<file path="src/rtl/div_module_if.sv">
// Request/response bundle between the execute stage and the iterative divider.
// The execute stage drives the request side; the divider drives ready/valid/result.
interface div_module_if #(
  parameter int WIDTH = 32
);
  logic             div_input_valid;
  logic [1:0]       div_input_op;
  logic [WIDTH-1:0] div_input_a;
  logic [WIDTH-1:0] div_input_b;
  logic             div_input_kill;
  logic             div_output_ready;
  logic             div_output_valid;
  logic [WIDTH-1:0] div_output_result;

  modport master (
    output div_input_valid, div_input_op, div_input_a, div_input_b, div_input_kill,
    input  div_output_ready, div_output_valid, div_output_result
  );

  modport slave (
    input  div_input_valid, div_input_op, div_input_a, div_input_b, div_input_kill,
    output div_output_ready, div_output_valid, div_output_result
  );
endinterface

</file>
<file path="src/rtl/div_module.sv">
// Iterative RV32M DIV/DIVU/REM/REMU unit: restoring shift-subtract, one quotient bit per
// cycle, fixed latency regardless of operands; kill and reset abort without a result pulse.
module div_module #(
  parameter int WIDTH = 32
) (
  input  logic         clk,
  input  logic         reset,
  div_module_if.slave  dif
);
  localparam int CW = $clog2(WIDTH);

  typedef enum logic [1:0] {IDLE, DIVIDE, DONE} state_t;

  state_t                  state, state_nxt;
  logic [CW-1:0]           cnt;
  logic                    prep;
  logic [WIDTH-1:0]        result_q;

  logic [1:0]              op_q;
  logic signed [WIDTH-1:0] a_q, b_q;
  logic                    b_zero, ovf, neg_q, neg_r;
  logic [WIDTH-1:0]        quo, dvsr, rem;

  logic                    accept;
  logic [WIDTH:0]          rem_sh, diff;
  logic                    q_bit;
  logic [WIDTH-1:0]        rem_step, quo_step, final_res;

  function automatic logic [WIDTH-1:0] abs_val(input logic signed [WIDTH-1:0] v,
                                               input logic en);
    // -(-2^(WIDTH-1)) wraps to 2^(WIDTH-1), which is exactly right as an unsigned magnitude
    return (en && v[WIDTH-1]) ? $unsigned(-v) : $unsigned(v);
  endfunction

  function automatic logic [WIDTH-1:0] apply_sign(input logic [WIDTH-1:0] mag,
                                                  input logic neg);
    return neg ? (~mag + 1'b1) : mag;
  endfunction

  assign accept = (state == IDLE) && dif.div_input_valid && !dif.div_input_kill;

  assign dif.div_output_ready  = (state == IDLE);
  assign dif.div_output_valid  = (state == DONE) && !dif.div_input_kill;
  assign dif.div_output_result = result_q;

  // One restoring step: borrow out of the WIDTH+1 bit subtract means the trial failed
  always_comb begin
    rem_sh   = {rem, quo[WIDTH-1]};
    diff     = rem_sh - {1'b0, dvsr};
    q_bit    = ~diff[WIDTH];
    rem_step = q_bit ? diff[WIDTH-1:0] : rem_sh[WIDTH-1:0];
    quo_step = {quo[WIDTH-2:0], q_bit};
  end

  always_comb begin
    final_res = op_q[1] ? apply_sign(rem_step, neg_r) : apply_sign(quo_step, neg_q);
    if (b_zero)
      final_res = op_q[1] ? $unsigned(a_q) : '1;
    else if (ovf)
      final_res = op_q[1] ? '0 : {1'b1, {(WIDTH-1){1'b0}}};
  end

  always_comb begin
    state_nxt = state;
    unique case (state)
      IDLE:    if (accept) state_nxt = DIVIDE;
      DIVIDE:  if (dif.div_input_kill)       state_nxt = IDLE;
               else if (!prep && cnt == '0)  state_nxt = DONE;
      DONE:    state_nxt = IDLE;
      default: state_nxt = IDLE;
    endcase
  end

  always_ff @(posedge clk) begin
    if (reset) begin
      state    <= IDLE;
      cnt      <= '0;
      prep     <= 1'b0;
      result_q <= '0;
    end else begin
      state <= state_nxt;
      if (accept) begin
        cnt  <= CW'(WIDTH - 1);
        prep <= 1'b1;
      end else if (state == DIVIDE) begin
        prep <= 1'b0;
        if (!prep && cnt != '0) cnt <= cnt - 1'b1;
      end
      if (state == DIVIDE && state_nxt == DONE) result_q <= final_res;
    end
  end

  // Operands are latched raw; magnitudes are formed in the first DIVIDE cycle so the
  // accept path carries no negation, and that cycle brings latency to WIDTH+1.
  always_ff @(posedge clk) begin
    if (accept) begin
      op_q   <= dif.div_input_op;
      a_q    <= $signed(dif.div_input_a);
      b_q    <= $signed(dif.div_input_b);
      b_zero <= (dif.div_input_b == '0);
      ovf    <= !dif.div_input_op[0] && (dif.div_input_a == {1'b1, {(WIDTH-1){1'b0}}})
                && (dif.div_input_b == '1);
      neg_q  <= !dif.div_input_op[0] && (dif.div_input_b != '0)
                && (dif.div_input_a[WIDTH-1] ^ dif.div_input_b[WIDTH-1]);
      neg_r  <= !dif.div_input_op[0] && dif.div_input_a[WIDTH-1];
    end
    if (state == DIVIDE) begin
      if (prep) begin
        quo  <= abs_val(a_q, !op_q[0]);
        dvsr <= abs_val(b_q, !op_q[0]);
        rem  <= '0;
      end else begin
        quo  <= quo_step;
        rem  <= rem_step;
      end
    end
  end
endmodule

</file>
<file path="src/flat_wrapper.sv">
// flat-port wrapper written by rule: the top's interface ports become plain ports
module div_module_flat 
#(
  parameter int WIDTH = 32
)
  (clk, reset, dif_div_input_valid, dif_div_input_op, dif_div_input_a, dif_div_input_b, dif_div_input_kill, dif_div_output_ready, dif_div_output_valid, dif_div_output_result);
  div_module_if #(.WIDTH(WIDTH)) dif_i ();
  input  logic clk;
  input  logic reset;
  input wire logic [$bits(dif_i.div_input_valid)-1:0] dif_div_input_valid;
  input wire logic [$bits(dif_i.div_input_op)-1:0] dif_div_input_op;
  input wire logic [$bits(dif_i.div_input_a)-1:0] dif_div_input_a;
  input wire logic [$bits(dif_i.div_input_b)-1:0] dif_div_input_b;
  input wire logic [$bits(dif_i.div_input_kill)-1:0] dif_div_input_kill;
  output wire logic [$bits(dif_i.div_output_ready)-1:0] dif_div_output_ready;
  output wire logic [$bits(dif_i.div_output_valid)-1:0] dif_div_output_valid;
  output wire logic [$bits(dif_i.div_output_result)-1:0] dif_div_output_result;
  assign dif_i.div_input_valid = dif_div_input_valid;
  assign dif_i.div_input_op = dif_div_input_op;
  assign dif_i.div_input_a = dif_div_input_a;
  assign dif_i.div_input_b = dif_div_input_b;
  assign dif_i.div_input_kill = dif_div_input_kill;
  assign dif_div_output_ready = dif_i.div_output_ready;
  assign dif_div_output_valid = dif_i.div_output_valid;
  assign dif_div_output_result = dif_i.div_output_result;
  div_module #(.WIDTH(WIDTH)) u_core (.clk(clk), .reset(reset), .dif(dif_i));
endmodule
</file>
<file path="config.mk">
export PLATFORM = sky130hd
export DESIGN_NAME = div_module_flat
export DESIGN_NICKNAME = d
export VERILOG_FILES = /design/src/rtl/div_module_if.sv /design/src/rtl/div_module.sv /design/src/flat_wrapper.sv
export SDC_FILE = /design/constraint.sdc
export NUM_CORES = 1
export LEC_CHECK = 0
export ABC_AREA = 1
export CORE_MARGIN = 3
export CORE_UTILIZATION = 50
export DETAILED_ROUTE_END_ITERATION = 6
export GPL_TIMING_DRIVEN = 0
export PLACE_DENSITY = 0.7
export SYNTH_ARGS = -nofsm -noshare
export SYNTH_HDL_FRONTEND = slang
export SYNTH_SLANG_ARGS = --single-unit
</file>
<file path="constraint.sdc">
create_clock -name clk -period 11.54 [get_ports clk]
set_clock_uncertainty 0.15 [all_clocks]
set_input_delay 2.885 -clock clk [delete_from_list [all_inputs] [get_ports clk]]
set_output_delay 2.885 -clock clk [all_outputs]
set_load 0.01 [all_outputs]
</file>
==> results by group, run 1 <==
Synthesis
  • Syn Area/Cell: 7.21 µm²
  • Async SR Flop Fraction: 0%
  • Top-count cell post-synth: nand2_1
  • EDFF count, synth: 166
  • Area share of the largest cell type after synthesis: 33.6%
  • Biggest area consumer among synthesized cells: edfxtp_1
  • Netlist cell types: 58
  • Post-synthesis cell count: 2059
  • Top FF cell, synth: edfxtp_1
  • Seq/Total Area, Yosys: 39.0%
  • Synth cell count leaders: 590 x nand2_1, 271 x inv_1, 218 x nor2_1
  • Yosys warnings: 0
  • Syn_nets: 2167
  • #FFs+latches synth: 206
  • Top post-synthesis cells by area: edfxtp_1 34%, nand2_1 15%, inv_1 6.9%, nor2_1 5.5%, dfxtp_1 5.4%
  • Area of the mapped netlist: 14800 µm²

STA
  • Setup Viol. Count Final: 0
  • Max Slew Vio Count: 0
  • Minimum clock period: 7.10 ns
  • Final Hold Fails: 0
  • Period Utilization, post-route: 61.6%
  • Maximum clock frequency: 141 MHz
  • Unrepaired setup endpoints after global routing: no
  • Post-route worst setup slack: 4.44 ns
  • Setup TNS Final: 0 ns
  • Slew HR: 4.57%
  • Slew @ Worst Pin: 1.42 ns

Floorplan
  • Die area: 31800 µm²
  • # rows: 62
  • Die height: 178 µm
  • IO Pins: 104
  • Core Area: 28900 µm²
  • Initial Util: 51.3%
  • Die width: 178 µm

Clock tree
  • Setup Fix Bufs, Post-CTS: 0
  • Clk buf depth: 3
  • CTS-repair resized insts: 0
  • Clock insertion delay at the later pin of the skew report: 0.54 ns
  • Worst-path clk slew: 0.06 ns
  • Number of buffers created by CTS: 24
  • Max H-tree Level: 1
  • CTS tree: yes
  • Clock sinks: 206
  • CTS Hold Bufs: 0
  • CTS root buf: clkbuf_16

Detailed routing
  • Routed Antenna Nets: 0
  • Aggregate routed wire length: 46.3 mm
  • Vias post-DR: 14176
  • Vias per cell: 5.48
  • DRC viols: 0
  • Initial DRC Count: 1479
  • Drt pass-1 iters: 6
  • DR WL/cell: 17.9 µm

Run status
  • Status: finished, final reports clean

Placed design
  • Placer congestion estimate: 0.964
  • Pre-CTS setup slack: 4.43 ns
  • Post-DP Area: 16300 µm²
  • DPL Wire Length: 37.3 mm
  • Input/output buffers: 102
  • Dpl cells: 2545

Setup path
  • Slowest CP cell: clkdlybuf4s50_1
  • Crit start category: input pin
  • Reg2Reg Setup Slack: 6.40 ns
  • Family with the most delay on the worst path: buffers and inverters
  • Worst setup EP type: primary output
  • Crit-path max cell delay: 0.56 ns
  • CP Class: in2out
  • Worst path required time: 8.51 ns
  • Crit-path cells: clkdlybuf4s50_1 -> nor3_1 -> clkdlybuf4s50_1
  • Most used cell, CP: clkdlybuf4s50_1
  • CP Buf/Inv Count: 2
  • Crit Path Max Fanout: 3
  • Worst EP arrival: 4.07 ns

Power and ir drop
  • Power Density: 117 nW/µm²
  • Int Power: 1420 µW
  • P_leak: 0.00761 µW
  • Sequential power share: 43.4%
  • Power after layout: 2010 µW
  • VDD IR max: 0.000112 V
  • Clock power share: 38.0%
  • P_sw: 588 µW
  • Sw Share: 29.3%
  • Comb pwr share: 18.6%

Global route
  • Grt ovf: 0
  • Number of global-route vias before repair: 13267
  • First-pass GRT wire length: 71.4 mm
  • Gr usage total: 28.8%
  • Initial antenna violation count: 0
  • Largest net degree at the start of global routing: 73

Final layout
  • Layout fillers: 2730
  • Final Non-Filler Cells: 2588
  • Antenna cells: 0
  • Area Overhead vs Synth: 15.6%
  • Layout cells sized above 1: 6.94%
  • NumNets Final: 2295
  • Finished Cell Area: 17200 µm²

Hold path
  • Hold Crit Class: reg2reg

Job
  • MaxCap Viol Count: 0
==> metal layers <==
layer  wire length (µm)  GRT usage (%)  up-vias
met4               1310           7.89        0
li1                   -              -     6996
met3               3930           5.02       81
met2              19700           43.5      579
met5                  0              0        -
met1              21300           42.7     6520
==> power groups by stage <==
stage	combinational [µW]	sequential (µW)	clock (µW)
6_report	374	872	763
5_1_grt	415	874	804
4_1_cts	370	871	773
3_5_place_dp	368	887	0
3_3_place_gp	362	888	0
2_1_floorplan	247	877	0
==> tightest hold or removal path: stages, from the launching register on <==
cell and delay, ns:
dfxtp_1 0.31, nand2_1 0.06, a21oi_1 0.06
==> final timing paths <==
check / startpoint / end / cells past startpoint
setup / recovery: dif_div_input_kill / dif_div_output_valid / 3
hold reg to reg: u_core.cnt[4] / u_core.cnt[4] / 2
hold / removal: u_core.cnt[4] / u_core.cnt[4] / 2
setup reg to reg: u_core.quo[31] / u_core.dif.div_output_result[30] / 29
==> stage by stage <==
step           hold slack (ns)  util, %
5_1_grt                  0.342     59.3
4_1_cts                  0.330     59.3
3_5_place_dp             0.311     56.5
2_1_floorplan            0.288        -
3_3_place_gp             0.297     56.5
6_report                 0.329     59.3
==> cells by family (layout without fill, tap and decap cells) <==
logic type | after synthesis | in the layout | synth area share [%]
buffers and inverters | 336 | 481 | 9.36
adders and majority gates | 38 | 38 | 3.26
AOI/OAI and AO/OA | 259 | 259 | 9.78
and+or+nand+nor | 1141 | 1141 | 33.9
xor gates and xnor gates | 79 | 79 | 4.66
DFF | 206 | 206 | 39.0
==> sequential cells by signal, summed over array words and instances (netlist names), 2 cells and up <==
| name | cells |
|---|---|
| u_core.quo | 32 |
| u_core.dif.div_output_result | 32 |
| u_core.state | 2 |
| u_core.cnt | 5 |
| u_core.op_q | 2 |
| u_core.dvsr | 32 |
| u_core.b_q | 32 |
| u_core.a_q | 32 |
| u_core.rem | 32 |
==> final cells by class <==
type	count	area [µm²]	share of cell area, %
buffer	60	353	2.06
clock buffer	31	689	4.02
clock inverter	12	111	0.649
inverter	276	1040	6.07
multi-input combinational	1517	7670	44.7
sequential	206	5790	33.7
tap	384	480	2.80
timing repair buffer	102	1020	5.95
==> layout by cell type (no fill, tap or decap), types with 37 or more instances in the layout <==
master / n
ha_1: 37
edfxtp_1: 166
o21ai_0: 125
dfxtp_1: 40
inv_1: 269
clkbuf_1: 38
xor2_1: 50
a21oi_1: 72
nand2_1: 590
nor2_1: 217
nor3_1: 40
nand3_1: 129
clkdlybuf4s50_1: 102
Note: power is estimated with default switching activity, not from simulation.
==> inputs of run 2 (changes only) <==
- clock period: 11.54 -> 7 ns (I/O delays scaled with it)
==> results of run 2 <==
The final DEF is identical to that of run 1. Status: finished, final reports clean.
Main changes from that run: setup slack after placement 4.43 ns -> 1.99 ns; setup slack after layout 4.44 ns -> 1.86 ns; start point of the critical path dif_div_input_kill -> u_core.quo[31]; end point of the critical path dif_div_output_valid -> u_core.dif.div_output_result[30]; register-to-register setup slack 6.40 ns -> 1.86 ns; total power 2010 µW -> 3310 µW; worst IR drop on VDD 0.000112 V -> 0.000185 V
